`src/rtl/sm83_irq_arbiter.sv`:
```
`default_nettype none
// ============================================================================
// Module   : sm83_irq_arbiter
// Purpose  : SM83-style interrupt controller. Detects rising edges on the
//            request lines into the IF register, qualifies them with IE and
//            the master enable (IME), picks a winner (fixed or round-robin),
//            and runs a short IDLE -> GRANT -> VECTOR dispatch handshake with
//            the instruction sequencer. Also handles HALT and its wake-up.
// Ports    : clk, areset            clock, async active-high reset
//            irq                    request strobes (edge detected)
//            ie_we/ie_din           IE register write
//            if_we/if_din           IF register write
//            ime_set/_dly/_clr      RETI / EI / DI
//            boundary, vec_taken    sequencer handshake
//            halt_req               HALT instruction pulse
//            ie_q, if_q, ime_q      register contents
//            int_pending            dispatch wanted at next boundary
//            vec_valid, vector      dispatch target
//            iack                   one-hot acknowledge pulse
//            halted, wake           halt state, one-cycle wake pulse
// Revision : 1.0  initial release
// ============================================================================
module sm83_irq_arbiter #(
  parameter int NUM_IRQS   = 5,
  parameter int ADR_WIDTH  = 16,
  parameter int VEC_BASE   = 'h0040,
  parameter int VEC_STRIDE = 8,
  parameter int RR_MODE    = 0
) (
  input  logic                 clk,
  input  logic                 areset,
  input  logic [NUM_IRQS-1:0]  irq,
  input  logic                 ie_we,
  input  logic [NUM_IRQS-1:0]  ie_din,
  input  logic                 if_we,
  input  logic [NUM_IRQS-1:0]  if_din,
  input  logic                 ime_set,
  input  logic                 ime_set_dly,
  input  logic                 ime_clr,
  input  logic                 boundary,
  input  logic                 vec_taken,
  input  logic                 halt_req,
  output logic [NUM_IRQS-1:0]  ie_q,
  output logic [NUM_IRQS-1:0]  if_q,
  output logic                 ime_q,
  output logic                 int_pending,
  output logic                 vec_valid,
  output logic [ADR_WIDTH-1:0] vector,
  output logic [NUM_IRQS-1:0]  iack,
  output logic                 halted,
  output logic                 wake
);

  localparam int IDX_W = (NUM_IRQS > 1) ? $clog2(NUM_IRQS) : 1;

  typedef enum logic [1:0] {
    ST_IDLE   = 2'd0,
    ST_GRANT  = 2'd1,
    ST_VECTOR = 2'd2
  } state_t;

  state_t                 state_q, state_d;
  logic [NUM_IRQS-1:0]    irq_prev_q;
  logic [NUM_IRQS-1:0]    ie_d, if_d;
  logic                   ime_d;
  logic                   ei_pend_q, ei_pend_d;
  logic                   ei_cnt_q, ei_cnt_d;
  logic [IDX_W-1:0]       rr_ptr_q, rr_ptr_d;
  logic [IDX_W-1:0]       winner_q, winner_d;
  logic                   vec_valid_q, vec_valid_d;
  logic [ADR_WIDTH-1:0]   vector_q, vector_d;
  logic [NUM_IRQS-1:0]    iack_q, iack_d;
  logic                   halted_q, halted_d;
  logic                   wake_q, wake_d;

  logic [NUM_IRQS-1:0]    hw_set, if_sel, clr_mask, active, win_oh;
  logic [IDX_W-1:0]       win_idx;
  logic                   win_found, grant_now, still_active;

  assign hw_set      = irq & ~irq_prev_q;
  assign active      = ie_q & if_q;
  assign int_pending = ime_q && (|active) && (state_q == ST_IDLE);

  assign vec_valid = vec_valid_q;
  assign vector    = vector_q;
  assign iack      = iack_q;
  assign halted    = halted_q;
  assign wake      = wake_q;

  // Winner search: scan from the start index, wrapping. Fixed mode always
  // starts at 0, which degenerates to lowest-set-bit priority.
  always_comb begin
    win_found = 1'b0;
    win_idx   = '0;
    for (int i = 0; i < NUM_IRQS; i++) begin
      int idx;
      idx = ((RR_MODE != 0) ? int'(rr_ptr_q) : 0) + i;
      if (idx >= NUM_IRQS) idx = idx - NUM_IRQS;
      if (!win_found && active[idx]) begin
        win_found = 1'b1;
        win_idx   = IDX_W'(idx);
      end
    end
  end

  always_comb begin
    for (int i = 0; i < NUM_IRQS; i++) begin
      win_oh[i] = (winner_q == IDX_W'(i));
    end
  end

  always_comb begin
    ie_d        = ie_we ? ie_din : ie_q;
    if_sel      = if_we ? if_din : if_q;
    clr_mask    = '0;
    state_d     = state_q;
    winner_d    = winner_q;
    rr_ptr_d    = rr_ptr_q;
    vec_valid_d = vec_valid_q;
    vector_d    = vector_q;
    iack_d      = '0;
    grant_now   = 1'b0;
    // The cancel check looks at the enable/flag values that will be in
    // effect after this edge, so a register write in the GRANT cycle counts.
    still_active = |(win_oh & ie_d & (if_sel | hw_set));

    case (state_q)
      ST_IDLE: begin
        if (boundary && int_pending && win_found) begin
          state_d   = ST_GRANT;
          winner_d  = win_idx;
          grant_now = 1'b1;
        end
      end
      ST_GRANT: begin
        state_d     = ST_VECTOR;
        vec_valid_d = 1'b1;
        if (still_active) begin
          iack_d   = win_oh;
          clr_mask = win_oh;
          vector_d = ADR_WIDTH'(VEC_BASE)
                   + ADR_WIDTH'(winner_q) * ADR_WIDTH'(VEC_STRIDE);
          rr_ptr_d = (int'(winner_q) == NUM_IRQS - 1) ? '0
                                                      : winner_q + IDX_W'(1);
        end else begin
          vector_d = '0;
        end
      end
      ST_VECTOR: begin
        if (vec_taken) begin
          state_d     = ST_IDLE;
          vec_valid_d = 1'b0;
          vector_d    = '0;
        end
      end
      default: state_d = ST_IDLE;
    endcase

    // A hardware edge beats both the register write and the acknowledge clear.
    if_d = (if_sel & ~clr_mask) | hw_set;

    // EI takes effect on the second boundary after it, so the instruction
    // following EI completes before interrupts are accepted.
    ime_d     = ime_q;
    ei_pend_d = ei_pend_q;
    ei_cnt_d  = ei_cnt_q;
    if (ei_pend_q && boundary) begin
      if (ei_cnt_q) begin
        ime_d     = 1'b1;
        ei_pend_d = 1'b0;
        ei_cnt_d  = 1'b0;
      end else begin
        ei_cnt_d = 1'b1;
      end
    end
    if (ime_set_dly) begin
      ei_pend_d = 1'b1;
      ei_cnt_d  = 1'b0;
    end
    if (ime_set) ime_d = 1'b1;
    if (grant_now) ime_d = 1'b0;
    if (ime_clr) begin
      ime_d     = 1'b0;
      ei_pend_d = 1'b0;
      ei_cnt_d  = 1'b0;
    end

    // HALT wakes on any enabled flag, independent of IME.
    halted_d = halted_q;
    wake_d   = 1'b0;
    if (halted_q) begin
      if (|active) begin
        halted_d = 1'b0;
        wake_d   = 1'b1;
      end
    end else if (halt_req && !(|active)) begin
      halted_d = 1'b1;
    end
  end

  always_ff @(posedge clk or posedge areset) begin
    if (areset) begin
      state_q     <= ST_IDLE;
      irq_prev_q  <= '0;
      ie_q        <= '0;
      if_q        <= '0;
      ime_q       <= 1'b0;
      ei_pend_q   <= 1'b0;
      ei_cnt_q    <= 1'b0;
      rr_ptr_q    <= '0;
      winner_q    <= '0;
      vec_valid_q <= 1'b0;
      vector_q    <= '0;
      iack_q      <= '0;
      halted_q    <= 1'b0;
      wake_q      <= 1'b0;
    end else begin
      state_q     <= state_d;
      irq_prev_q  <= irq;
      ie_q        <= ie_d;
      if_q        <= if_d;
      ime_q       <= ime_d;
      ei_pend_q   <= ei_pend_d;
      ei_cnt_q    <= ei_cnt_d;
      rr_ptr_q    <= rr_ptr_d;
      winner_q    <= winner_d;
      vec_valid_q <= vec_valid_d;
      vector_q    <= vector_d;
      iack_q      <= iack_d;
      halted_q    <= halted_d;
      wake_q      <= wake_d;
    end
  end

endmodule
`default_nettype wire

```
`config.mk`:
```
export PLATFORM = sky130hd
export DESIGN_NAME = sm83_irq_arbiter
export DESIGN_NICKNAME = d
export VERILOG_FILES = /design/src/rtl/sm83_irq_arbiter.sv
export SDC_FILE = /design/constraint.sdc
export NUM_CORES = 1
export LEC_CHECK = 0
export BUFFER_PORTS_ARGS = -buffer_cell sky130_fd_sc_hd__clkbuf_2
export CELL_PAD_IN_SITES_DETAIL_PLACEMENT = 0
export CELL_PAD_IN_SITES_GLOBAL_PLACEMENT = 1
export CORE_MARGIN = 3
export CORE_UTILIZATION = 33
export DETAILED_ROUTE_END_ITERATION = 7
export PLACE_DENSITY_LB_ADDON = 0.3
export SLEW_MARGIN = 20
export SYNTH_ARGS = -nofsm -noshare
export SYNTH_HDL_FRONTEND = slang
export SYNTH_SLANG_ARGS = --single-unit
```
`constraint.sdc`:
```
create_clock -name clk -period 1.7 [get_ports clk]
set_clock_uncertainty 0.1 [all_clocks]
set_input_delay 0.34 -clock clk [delete_from_list [all_inputs] [get_ports clk]]
set_output_delay 0.34 -clock clk [all_outputs]
set_load 0.005 [all_outputs]
```
==> impl_metrics.ini <==
[run_status]
result_of_the_run = finished with violations
failing_checks = setup timing

[floorplanning]
floorplan.initialDensity = 0.357
design.die.area_um2 = 5820
die_width_um = 76.3
rows = 24
io-pin-count = 61
chipHeight_um = 76.3
core-area_um2 = 4560

[cts]
cts_inserted_buffers = 5
clk_latency_ns = 0.29
clock_tree.root_cell = sky130_fd_sc_hd__clkbuf_8
tritoncts = yes
h-tree-depth = 2
cts.clk_slew.worst_paths_ns = 0.07
clockBufferDepth = 2
post_cts_hold_buffer_count = 0
numClockSinks = 35

[worst_setup_path]
cp_slowest_cell = sky130_fd_sc_hd__dfrtp_1
worst_path_largest_cell_delay_ns = 0.44
worstPathCellList = a22oi_2 > nand3_2 > and2_4 > clkbuf_2
timing.critical_path.to_type = output port
critPathLaunchType = register
worst-endpoint-required_ns = 1.26
timing.critical_path.arrival_ns = 1.36
r2r_setup_slack_ns = -0.07
crit-reg2reg-launch = ie_q[0]$_DFF_PP0_
startpoint = if_q[0]$_DFF_PP0_
worstPathMaxFanout = 4
criticalPathCategory = register to output port

[routing]
firstDrtPassIters = 4
detail_route.iter0.violations = 32
drc_errors_left = 0
detailroute.via_count = 1326
postRouteAntennaNets = 0
drt-wirelength-per-cell_um = 14.4
wirelength_um = 4160
routed_via_density = 4.59

[place]
placed_area_um2 = 1970
gp_congestion = 0.811
port_buffers = 48
detailedPlacementHpwl_um = 3070

[timing]
timing.final.hold_violations = 0
slew_violations = 0
finalSetupViolCount = 4
fin_setup_tns_ns = -0.178
layout_min_cycle_time_ns = 1.80
achievable_clock_frequency_ghz = 0.556
period_share = 1.06
final_critical_path_setup_slack_ns = -0.100
rsz0062_at_grt = yes

[yosys]
yosys.area_share.xor_xnor = 0.00537
combinational_family_with_the_most_area_after_synthesis = simple AND/OR/NAND/NOR gates
netlist.area_leader.share = 0.537
synth.yosys.seq_area_share = 0.537
synthDominantAreaCellType = sky130_fd_sc_hd__dfrtp_1
synth_edf_count = 0
synth.yosys.warnings = 0
syn-instance-count = 149
synth_cell_types = 43
synth_mux_area_frac = 0.0629
post_synth_main_area_contributors = sky130_fd_sc_hd__dfrtp_1 54%, sky130_fd_sc_hd__buf_4 5.5%, sky130_fd_sc_hd__mux2_2 4.1%, sky130_fd_sc_hd__nor2_1 3.5%, sky130_fd_sc_hd__a21oi_1 2.8%
share_of_the_synthesized_area_in_compound_gates_ao_oa_aoi_oai = 0.147
syn_area_per_cell_um2 = 11.0
synth-seq-cells = 35
synth_async_sr_flop_share = 1.00
synth_common_cells = 35 x sky130_fd_sc_hd__dfrtp_1, 15 x sky130_fd_sc_hd__nor2_1, 12 x sky130_fd_sc_hd__buf_4, 10 x sky130_fd_sc_hd__nand2_1, 9 x sky130_fd_sc_hd__a21oi_1
synth_fa_ha_area_frac = 0
yosysMostFrequentCell = sky130_fd_sc_hd__dfrtp_1
post_synth_and_or_nand_nor_area_fraction = 0.166
synth_ff_type = sky130_fd_sc_hd__dfrtp_1
synth_area_um2 = 1630

[global_route]
grt_overflow = 0
grt_start_max_net_pins = 36
antenna_violations_before_repair = 0
grt_pass1_wl_um = 6660
grt_usage = 0.144
vias_in_the_first_global_route = 1389

[cells_and_area]
post_route_cells_drive_above_1_share = 0.496
post-route-cell-area_um2 = 2320
number_of_antenna_repair_diodes = 0
finish.utilization = 0.509
area_growth_from_synthesis_to_layout_pct = 42.3
fillers = 438
num-nets-final = 248

[power_and_ir_drop]
design_power_total_w = 0.00260
power.density_nw_per_um2 = 1120
leakage_nw = 1.12
worst_ir_drop_vdd_v = 0.000396

[job]
max-cap-violations = 0

[worst_hold_path]
min-delay-path-class = primary input to async pin
-- layer usage --
metal / track usage / wire length [µm] / vias to the layer above
li1: - / - / 639
met1: 0.166 / 1690 / 645
met2: 0.246 / 2180 / 35
met3: 0.0485 / 223 / 7
met4: 0.0580 / 65 / 0
met5: 0 / 0 / -
-- cell families (layout without fill, tap and decap cells) --
kind of cell,Yosys count,after routing
buffers and inverters,20,84
multiplexers,9,9
AND/OR/NAND/NOR,52,52
flip-flops,35,35
AO/OA/AOI/OAI,31,31
XOR/XNOR,1,1
other,1,12
-- worst max-delay path: cells and delay by family, from the launching register on --
family / cells / cell delay, ns
buffers and inverters: 1 / 0.10
AO/OA/AOI/OAI: 1 / 0.26
flip-flops: 1 / 0.44
AND/OR/NAND/NOR: 2 / 0.26
-- worst paths after layout --
kind,to,cells after the start
max,int_pending,4
min,if_q[1]$_DFF_PP0_,3
max reg2reg,if_q[1]$_DFF_PP0_,6
min reg2reg,vector[3]$_DFFE_PP0P_,2
max in group asynchronous,winner_q[2]$_DFFE_PP0P_,3
min in group clk,irq_prev_q[0]$_DFF_PP0_,1
-- report_power, final --
group          total, W  switching (W)  internal (W)
logic          0.000761       0.000372      0.000389
clock network  0.000765       0.000291      0.000474
registers       0.00107       0.000129      0.000945
-- cell usage in the layout (no fill, tap or decap), drive strengths merged, types with 3 or more instances in the layout --
cell type,n
nand2b,3
buf,23
a21oi,9
inv,5
mux2,7
dfrtp,35
nor2,15
nand2,12
a211oi,3
nor3b,3
and2,3
o21ai,6
nor2b,7
clkbuf,54
conb,12
-- state kept, by name (all words and copies together) (netlist names) --
| register | flops |
|---|---|
| state_q | 2 |
| irq_prev_q | 5 |
| iack | 5 |
| wake | 1 |
| ei_pend_q | 1 |
| winner_q | 3 |
| ime_q | 1 |
| vector | 4 |
| halted | 1 |
| if_q | 5 |
| vec_valid | 1 |
| ei_cnt_q | 1 |
| ie_q | 5 |
-- stage by stage --
step,worst slack [ns],instances,hold WS (ns)
global placement,-0.0953,270,0.334
CTS,-0.0573,287,0.0277
floorplan,0.0653,160,0.271
global route,-0.161,289,0.0549
detailed placement,-0.103,270,0.344
finish,-0.100,289,0.0241
-- repair_timing --
item	4_1_cts	5_1_grt
endpoints found under the setup margin	6	12
hold endpoints to repair	0	0
setup buffers	9	3
resized for setup	6	23
pin swaps	6	9
-- area by class of cell --
| cell class | instances | area, µm² | area share |
|---|---|---|---|
| Inverter | 5 | 18.8 | 0.00808 |
| Timing Repair Buffer | 71 | 420 | 0.181 |
| Clock buffer | 6 | 82.6 | 0.0356 |
| Clock inverter | 2 | 35.0 | 0.0151 |
| Multi-Input combinational cell | 105 | 806 | 0.347 |
| Sequential cell | 35 | 878 | 0.378 |
| Tap cell | 65 | 81.3 | 0.0350 |
No activity file was read; power rests on OpenSTA's default activity.
